--- src/rtl/seg7_scan_driver_if.sv ---
// Display bus between the top-level selection logic and seg7_scan_driver.
// With SEG7_BRIGHTNESS_EN defined the bus also carries a 4-bit brightness level.
interface seg7_scan_driver_if;
  logic [31:0] value;
  logic [7:0]  dp_mask;
  logic        lz_blank;
  logic        hold;
`ifdef SEG7_BRIGHTNESS_EN
  logic [3:0]  brightness;
`endif
  logic [7:0]  LEDSEL;
  logic [7:0]  LEDOUT;
  logic        frame_start;

`ifdef SEG7_BRIGHTNESS_EN
  modport master (output value, dp_mask, lz_blank, hold, brightness,
                  input  LEDSEL, LEDOUT, frame_start);
  modport slave  (input  value, dp_mask, lz_blank, hold, brightness,
                  output LEDSEL, LEDOUT, frame_start);
`else
  modport master (output value, dp_mask, lz_blank, hold,
                  input  LEDSEL, LEDOUT, frame_start);
  modport slave  (input  value, dp_mask, lz_blank, hold,
                  output LEDSEL, LEDOUT, frame_start);
`endif
endinterface

--- src/rtl/seg7_scan_driver.sv ---
// Time-multiplexed 8-digit common-anode 7-segment driver with frame snapshot,
// leading-zero blanking and anti-ghosting blank. Optional macro: SEG7_BRIGHTNESS_EN.
module seg7_scan_driver #(
  parameter int TICK_DIV     = 12500,
  parameter int BLANK_CYCLES = 64
) (
  input logic               clk,
  input logic               rst,
  seg7_scan_driver_if.slave bus
);

  localparam int             CW       = $clog2(TICK_DIV);
  localparam logic [CW-1:0]  CNT_LAST = CW'(TICK_DIV - 1);

  logic [CW-1:0] cnt;
  logic [2:0]    idx;
  logic [31:0]   snap_val;
  logic [7:0]    snap_dp;
  logic          snap_lz;
  logic          primed;

  logic          slot_end;
  logic          frame_boundary;
  logic          snap_load;
  logic [7:0]    lead_zero;
  logic [3:0]    cur_nib;
  logic          blank_digit;
  logic [6:0]    seg;
  int            cnt_i;
  int            lim;
  logic          drive;

  function automatic logic [6:0] hex7(input logic [3:0] n);
    case (n)
      4'h0: hex7 = 7'h40;
      4'h1: hex7 = 7'h79;
      4'h2: hex7 = 7'h24;
      4'h3: hex7 = 7'h30;
      4'h4: hex7 = 7'h19;
      4'h5: hex7 = 7'h12;
      4'h6: hex7 = 7'h02;
      4'h7: hex7 = 7'h78;
      4'h8: hex7 = 7'h00;
      4'h9: hex7 = 7'h10;
      4'hA: hex7 = 7'h08;
      4'hB: hex7 = 7'h03;
      4'hC: hex7 = 7'h46;
      4'hD: hex7 = 7'h21;
      4'hE: hex7 = 7'h06;
      default: hex7 = 7'h0E;
    endcase
  endfunction

  assign slot_end       = (cnt == CNT_LAST);
  assign frame_boundary = slot_end && (idx == 3'd7);
  assign snap_load      = !bus.hold && (!primed || frame_boundary);
  assign cnt_i          = 32'(cnt);

  always_ff @(posedge clk or posedge rst) begin
    if (rst) begin
      cnt <= '0;
      idx <= 3'd0;
    end else if (slot_end) begin
      cnt <= '0;
      idx <= idx + 3'd1;
    end else begin
      cnt <= cnt + CW'(1);
    end
  end

  // Snapshot only reloads at frame boundaries, so one frame never mixes two words.
  always_ff @(posedge clk or posedge rst) begin
    if (rst) begin
      snap_val <= 32'd0;
      snap_dp  <= 8'd0;
      snap_lz  <= 1'b0;
      primed   <= 1'b0;
    end else if (snap_load) begin
      snap_val <= bus.value;
      snap_dp  <= bus.dp_mask;
      snap_lz  <= bus.lz_blank;
      primed   <= 1'b1;
    end
  end

  // lead_zero[k] is set when nibbles 7..k of the snapshot are all zero.
  always_comb begin
    lead_zero    = 8'd0;
    lead_zero[7] = (snap_val[31:28] == 4'd0);
    for (int k = 6; k >= 0; k--) begin
      lead_zero[k] = lead_zero[k+1] && (snap_val[k*4 +: 4] == 4'd0);
    end
  end

  assign cur_nib     = snap_val[{idx, 2'b00} +: 4];
  assign blank_digit = snap_lz && lead_zero[idx] && (idx != 3'd0);
  assign seg         = blank_digit ? 7'h7F : hex7(cur_nib);

`ifdef SEG7_BRIGHTNESS_EN
  logic [3:0] bright_q;
  logic [3:0] bright_eff;

  // Level is latched at slot start; the cnt==0 cycle uses the live input directly.
  always_ff @(posedge clk or posedge rst) begin
    if (rst) begin
      bright_q <= 4'hF;
    end else if (cnt == '0) begin
      bright_q <= bus.brightness;
    end
  end

  assign bright_eff = (cnt == '0) ? bus.brightness : bright_q;
  assign lim = BLANK_CYCLES +
               ((int'({28'd0, bright_eff}) + 1) * (TICK_DIV - BLANK_CYCLES)) / 16;
`else
  assign lim = TICK_DIV;
`endif

  assign drive = (cnt_i >= BLANK_CYCLES) && (cnt_i < lim);

  always_ff @(posedge clk or posedge rst) begin
    if (rst) begin
      bus.LEDSEL      <= 8'hFF;
      bus.LEDOUT      <= 8'hFF;
      bus.frame_start <= 1'b0;
    end else begin
      bus.frame_start <= frame_boundary;
      if (drive) begin
        bus.LEDSEL <= ~(8'd1 << idx);
        bus.LEDOUT <= {~snap_dp[idx], seg};
      end else begin
        bus.LEDSEL <= 8'hFF;
        bus.LEDOUT <= 8'hFF;
      end
    end
  end

endmodule
--- src/flat_wrapper.sv ---
// flat-port wrapper written by rule: the top's interface ports become plain ports
module seg7_scan_driver_flat 
#(
  parameter int TICK_DIV     = 12500,
  parameter int BLANK_CYCLES = 64
)
  (clk, rst, bus_value, bus_dp_mask, bus_lz_blank, bus_hold, bus_LEDSEL, bus_LEDOUT, bus_frame_start);
  seg7_scan_driver_if bus_i ();
  input logic clk;
  input logic rst;
  input wire logic [$bits(bus_i.value)-1:0] bus_value;
  input wire logic [$bits(bus_i.dp_mask)-1:0] bus_dp_mask;
  input wire logic [$bits(bus_i.lz_blank)-1:0] bus_lz_blank;
  input wire logic [$bits(bus_i.hold)-1:0] bus_hold;
  output wire logic [$bits(bus_i.LEDSEL)-1:0] bus_LEDSEL;
  output wire logic [$bits(bus_i.LEDOUT)-1:0] bus_LEDOUT;
  output wire logic [$bits(bus_i.frame_start)-1:0] bus_frame_start;
  assign bus_i.value = bus_value;
  assign bus_i.dp_mask = bus_dp_mask;
  assign bus_i.lz_blank = bus_lz_blank;
  assign bus_i.hold = bus_hold;
  assign bus_LEDSEL = bus_i.LEDSEL;
  assign bus_LEDOUT = bus_i.LEDOUT;
  assign bus_frame_start = bus_i.frame_start;
  seg7_scan_driver #(.TICK_DIV(TICK_DIV), .BLANK_CYCLES(BLANK_CYCLES)) u_core (.clk(clk), .rst(rst), .bus(bus_i));
endmodule
--- config.mk ---
export PLATFORM = sky130hd
export DESIGN_NAME = seg7_scan_driver_flat
export DESIGN_NICKNAME = d
export VERILOG_FILES = /design/src/rtl/seg7_scan_driver_if.sv /design/src/rtl/seg7_scan_driver.sv /design/src/flat_wrapper.sv
export SDC_FILE = /design/constraint.sdc
export NUM_CORES = 1
export LEC_CHECK = 0
export ABC_AREA = 1
export CELL_PAD_IN_SITES_DETAIL_PLACEMENT = 1
export CELL_PAD_IN_SITES_GLOBAL_PLACEMENT = 1
export CORE_MARGIN = 4
export CORE_UTILIZATION = 43
export CTS_CLUSTER_SIZE = 16
export DETAILED_ROUTE_END_ITERATION = 10
export HOLD_SLACK_MARGIN = 0.1
export PLACE_DENSITY = 0.89
export SYNTH_ARGS = -nofsm -noshare
export SYNTH_HDL_FRONTEND = slang
export SYNTH_SLANG_ARGS = --single-unit
export TNS_END_PERCENT = 20
--- constraint.sdc ---
create_clock -name clk -period 3.6 [get_ports clk]
set_input_delay 0.36 -clock clk [delete_from_list [all_inputs] [get_ports clk]]
set_output_delay 0.36 -clock clk [all_outputs]
set_load 0.1 [all_outputs]
Word-level counts from Yosys, hierarchy flattened. Memory sizes are Yosys's and may differ from the RTL's. Index checks and enable logic that the tools add are counted.

$add $sub $neg: 2. Magnitude comparators: 3. Equality and inequality tests: 2. Shift-type cells: 2. Mux-type cells: 8. Bitwise gates (word level): 2. Reduce and logical (&&, ||, !) cells: 24.

Operators with widths (number): 4-bit logical NOT (8); 32-bit by 6-bit indexed part select with 4-bit output (1); 8-bit 2-to-1 mux (2); 14-bit by 1-bit adder with 14-bit output (second input constant) (1); 14-bit equality test (second input constant) (1); 14-bit by 7-bit >= comparator with 1-bit output (second input constant) (1); 14-bit < comparator (second input constant) (1); 14-bit 2-to-1 mux (1); 1-bit logical AND (12); 8-bit NOT (1); 1-bit by 3-bit left shift with 8-bit output (first input constant) (1); 7-bit 2-to-1 mux (1); 1-bit binary-select mux with 3-bit select (2); 3-bit by 4-bit < comparator with 1-bit output (second input constant) (1); 3-bit by 1-bit adder with 3-bit output (second input constant) (1); 3-bit equality test (second input constant) (1); 3-bit nonzero test (1); 1-bit logical NOT (2); 1-bit 2-to-1 mux (2); 1-bit logical OR (1); 1-bit NOT (1).

Bits in registers: 76. ROM bits: 112. Word-level logic and storage cells: 53. Memories kept: 1.

Memories: (name not given) (words 16, bits a word 7, rd ports 1, clocked after memory_dff 0, wr ports 0, line seg7_scan_driver.sv:34) `case (n)`.

Logic depth before layout (Yosys ltp).
Depth in word-level cells: 14. Mapped depth: 13. Depth with buffers taken out: 12.

Least setup slack after synthesis. Ideal clock, no wire load.

Path kind: register -> register. Start point: reg u_core.idx[0]. End point: reg u_core.bus.LEDOUT[3]. Setup time: 0.080 ns. Data arrival time: 1.647 ns. Data required time: 3.520 ns. Setup slack: 1.873 ns. Cell stages (with the launch flop): 12. Period minus slack after synthesis: 1.727 ns. Cells stage by stage: dfrtp_1 clkbuf_1 nand2_1 nand3_1 nand3_1 nand2_1 inv_1 ha_1 nand3_1 nand3_1 nand2_1 nand2_1.

Longest elaborated chain between the ends: 6.

RTL lines: start: declaration (line seg7_scan_driver.sv:16) `logic [2:0] idx;`; start signal: assignment (line seg7_scan_driver.sv:65) `idx <= idx + 3'd1;`; branches (longest 4 deep; another with memory read 16 x 7 bit); 7-bit 2-to-1 mux * (line seg7_scan_driver.sv:97) `assign seg = blank_digit ? 7'h7F : hex7(cur_nib);`; 8-bit 2-to-1 mux * (line seg7_scan_driver.sv:128) `if (drive) begin`; end signal: assignment (line seg7_scan_driver.sv:130) `bus.LEDOUT <= {~snap_dp[idx], seg};`; end: declaration (line seg7_scan_driver_if.sv:24) `output LEDSEL, LEDOUT, frame_start);`.

Every way passes the cells marked *. The select of a mux whose other input is x is not followed. A chain may end at the register's enable or synchronous reset.

Final worst setup path.
Start point: reg u_core.bus.LEDSEL[3]. End point: out bus_LEDSEL[3].

RTL lines: start: declaration (line seg7_scan_driver_if.sv:24); start signal: assignment (line seg7_scan_driver.sv:129) `bus.LEDSEL <= ~(8'd1 << idx);`; end: declaration (line flat_wrapper.sv:15) `output wire logic [$bits(bus_i.LEDSEL)-1:0] bus_LEDSEL;`.

No word-level cell between the ends.

==> metrics.md <==
| Metric | Value |
|---|---|
| DP Wirelength | `7915 um` |
| Max-cap violations | `0` |
| WP data arrival | `2.01 ns` |
| GRT Util Overall | `20.64%` |
| FF-to-FF setup slack | `1.28 ns` |
| Synth Register Bits | `76` |
| Final setup fails | `0` |
| Post-placement cell area | `4708 um2` |
| Switching share of power | `24.64%` |
| Post-Synth Adder-Cell Area | `4.325%` |
| CP Data Required Time | `3.24 ns` |
| Post-cts resize count | `0` |
| Layout cells sized above 1 | `8.263%` |
| Drt pass-1 iters | `4` |
| YS warnings | `0` |
| Final wirelength | `10680 um` |
| Worst Setup End Kind | `output port` |
| RSZ-0062 raised after global routing | `false` |
| DRC viols | `0` |
| Syn nets | `590` |
| H-Tree Depth | `3` |
| Post-Place Setup Slack | `1.379 ns` |
| Slew Limit Fails | `0` |
| Seq pwr share | `46.8%` |
| Final Net Count | `646` |
| CTS tree | `yes` |
| Post-CTS setup buffer count | `0` |
| Clock buffer depth | `2` |
| Worst vdd ir | `0.2083 mV` |
| Reg2reg start | `u_core.idx[1]` |
| Internal | `1.491 mW` |
| Critical R2R Capture | `u_core.bus.LEDOUT[5]` |
| Startpoint Class | `register` |
| CP Cell Sequence | `clkdlybuf4s50_1` |
| WL/cell | `15.17 um` |
| Hold WC Path Type | `primary input to asynchronous set/reset pin` |
| Vias in the first global route | `3902` |
| Most frequent cells in the layout | `nand2_1 (188), nand3_1 (92), clkdlybuf4s50_1 (60), dfrtp_1 (60), inv_1 (54)` |
| Main combinational cell family by area after synthesis | `simple AND/OR/NAND/NOR gates` |
| Dpl cells | `688` |
| Crit path buf inv count | `1` |
| Area delta synth->final | `22.61%` |
| N_diodes | `0` |
| Critical Path Max Stage Delay | `1.13 ns` |
| CP delay by family, top | `buffers and inverters` |
| Mux cell area share after synthesis | `0%` |
| Clk_lat worst skew | `0.36 ns` |
| Distinct cells, synth | `29` |
| I/O Buffers | `60` |
| NetSw | `0.4877 mW` |
| Max-slew headroom | `34.85%` |
| Clk pwr share | `42.1%` |
| GPL Wtd Cong | `0.8798` |
| Worst-margin pin slew | `0.9743 ns` |
| Fin area | `4966 um2` |
| Post-Synthesis Cells | `532` |
| Synth Area in XOR/XNOR | `1.081%` |
| Post-CTS Hold Fix Bufs | `0` |
| Routed Antenna Nets | `0` |
| Compound-gate portion of the synthesized area | `3.460%` |
| Starting DRT DRC Count | `128` |
| Pin count of the biggest net entering global routing | `48` |
| Reg2reg path depth | `10` |
| Vias per inst | `5.146` |
| Fin cells | `704` |
| Period minus WS final | `2.368 ns` |
| Commonest non-fill, non-tap cell in the layout | `nand2_1` |
| F_max | `422.4 MHz` |
| Final hold slack | `0.4146 ns` |
| Layout Utilization | `54.00%` |
| Crit Path Class | `register to output port` |
| Inserted Clock Buffers | `9` |
| Worst-path cell with the longest stage delay | `clkdlybuf4s50_1` |
| Seq/Total Area, Yosys | `47.45%` |
| Clk_skew | `0.01620 ns` |
| Gate power share | `11.1%` |
| Via count | `3623` |
| Die X | `105.1 um` |
| Initial Utilization | `44.04%` |
| Reg clk slew, reported paths | `0.09 ns` |
| Tcrit/Tclk final | `65.77%` |
| Netlist Area Pre-Place | `4050 um2` |
| I/O pin count | `61` |
| Power Dens Cells | `398.5 nW/um2` |
| Total grt overflow | `0` |
| Outcome | `complete, no violations` |
| Syn avg cell area | `7.613 um2` |
| Initial antenna violation count | `0` |
| Cell Rows | `35` |
| Overall power | `1.979 mW` |
| Synthesized-area fraction occupied by and/or/nand/nor cells | `35.16%` |
| Final worst setup slack | `1.232 ns` |
| Die Ht | `105.1 um` |
| Pleak | `2.561 nW` |
| Core area | `9196 um2` |
| Die ar. | `11040 um2` |
| Crit path depth | `1` |
| Setup TNS | `0 ns` |
| First-pass GRT wire length | `18400 um` |
| Clk sinks | `76` |
| Fin. Hold Viols | `0` |
| Clk Tree Root Cell | `clkbuf_8` |
| CP Max Fanout | `1` |
==> power groups by stage <==
stage	combinational, mW	clock (mW)	sequential [mW]
finish	0.219	0.834	0.926
global route	0.254	0.888	0.931
CTS	0.223	0.841	0.926
detailed placement	0.219	0	0.942
global placement	0.208	0	0.940
floorplan	0.129	0	0.930
==> state kept, by name, indices dropped and copies added, names as in the netlist <==
| signal | count |
|---|---|
| u_core.cnt | 14 |
| u_core.primed | 1 |
| u_core.bus.LEDOUT | 8 |
| u_core.snap_dp | 8 |
| u_core.bus.LEDSEL | 8 |
| u_core.snap_lz | 1 |
| u_core.idx | 3 |
| u_core.bus.frame_start | 1 |
| u_core.snap_val | 32 |
==> Yosys cell counts <==
cell type,number,share of area [%]
nand2_1,188,17
nand3_1,92,11
dfrtp_1,60,37
inv_1,55,5.1
nor2_1,41,3.8
dfstp_2,16,10
ha_1,14,4.3
o21ai_0,12,1.5
clkbuf_1,7,0.65
a21oi_1,6,0.74
buf_4,5,0.93
buf_6,4,1.1
xor2_1,4,0.86
buf_2,3,0.37
inv_2,3,0.28
nand4_1,3,0.46
o22ai_1,3,0.46
nand2_2,2,0.31
nand2_4,2,0.56
nand3b_1,2,0.37
or2_2,2,0.31
a211oi_1,1,0.19
a22oi_1,1,0.19
clkinv_1,1,0.093
nor2_2,1,0.15
nor2_4,1,0.28
nor3_1,1,0.12
o21ai_4,1,0.40
xnor2_1,1,0.22
==> cell families after synthesis <==
family,count (synthesis)
adder cells (fa/ha/maj),14
AO/OA/AOI/OAI,24
flip-flops,76
AND/OR/NAND/NOR,335
buffers and inverters,78
XOR/XNOR,5
==> cell type report <==
type / count / area [um2]
clock buffers: 11 / 151.4
clock inverters: 5 / 106.4
fillers: 1147 / 4230
inverters: 59 / 221.5
multi-input cells: 378 / 1783
flip-flops and latches: 76 / 1922
well taps: 111 / 138.9
repair buffers: 64 / 643.1
==> per-layer routing <==
metal / track usage [%] / vias up / share of wire [%] / wire, um
li1: - / 1776 / - / -
met1: 25.61 / 1765 / 44 / 4648
met2: 35.70 / 66 / 51 / 5499
met3: 3.953 / 16 / 3.3 / 349
met4: 7.404 / 0 / 1.7 / 184
met5: 0 / - / 0 / 0
==> worst max path at each step <==
stage                               startpoint                      to  slack, ns
final                     u_core.bus.LEDSEL[3]           bus_LEDSEL[3]       1.23
after global routing             u_core.idx[1]    u_core.bus.LEDOUT[6]       1.08
after CTS                 u_core.bus.LEDSEL[3]           bus_LEDSEL[3]       1.21
after detailed placement         u_core.idx[1]    u_core.bus.LEDOUT[5]       1.38
after global placement                bus_hold      u_core.snap_val[2]       1.53
after floorplan                            rst  u_core.bus.frame_start       1.33
No activity file was read; power rests on OpenSTA's default activity.
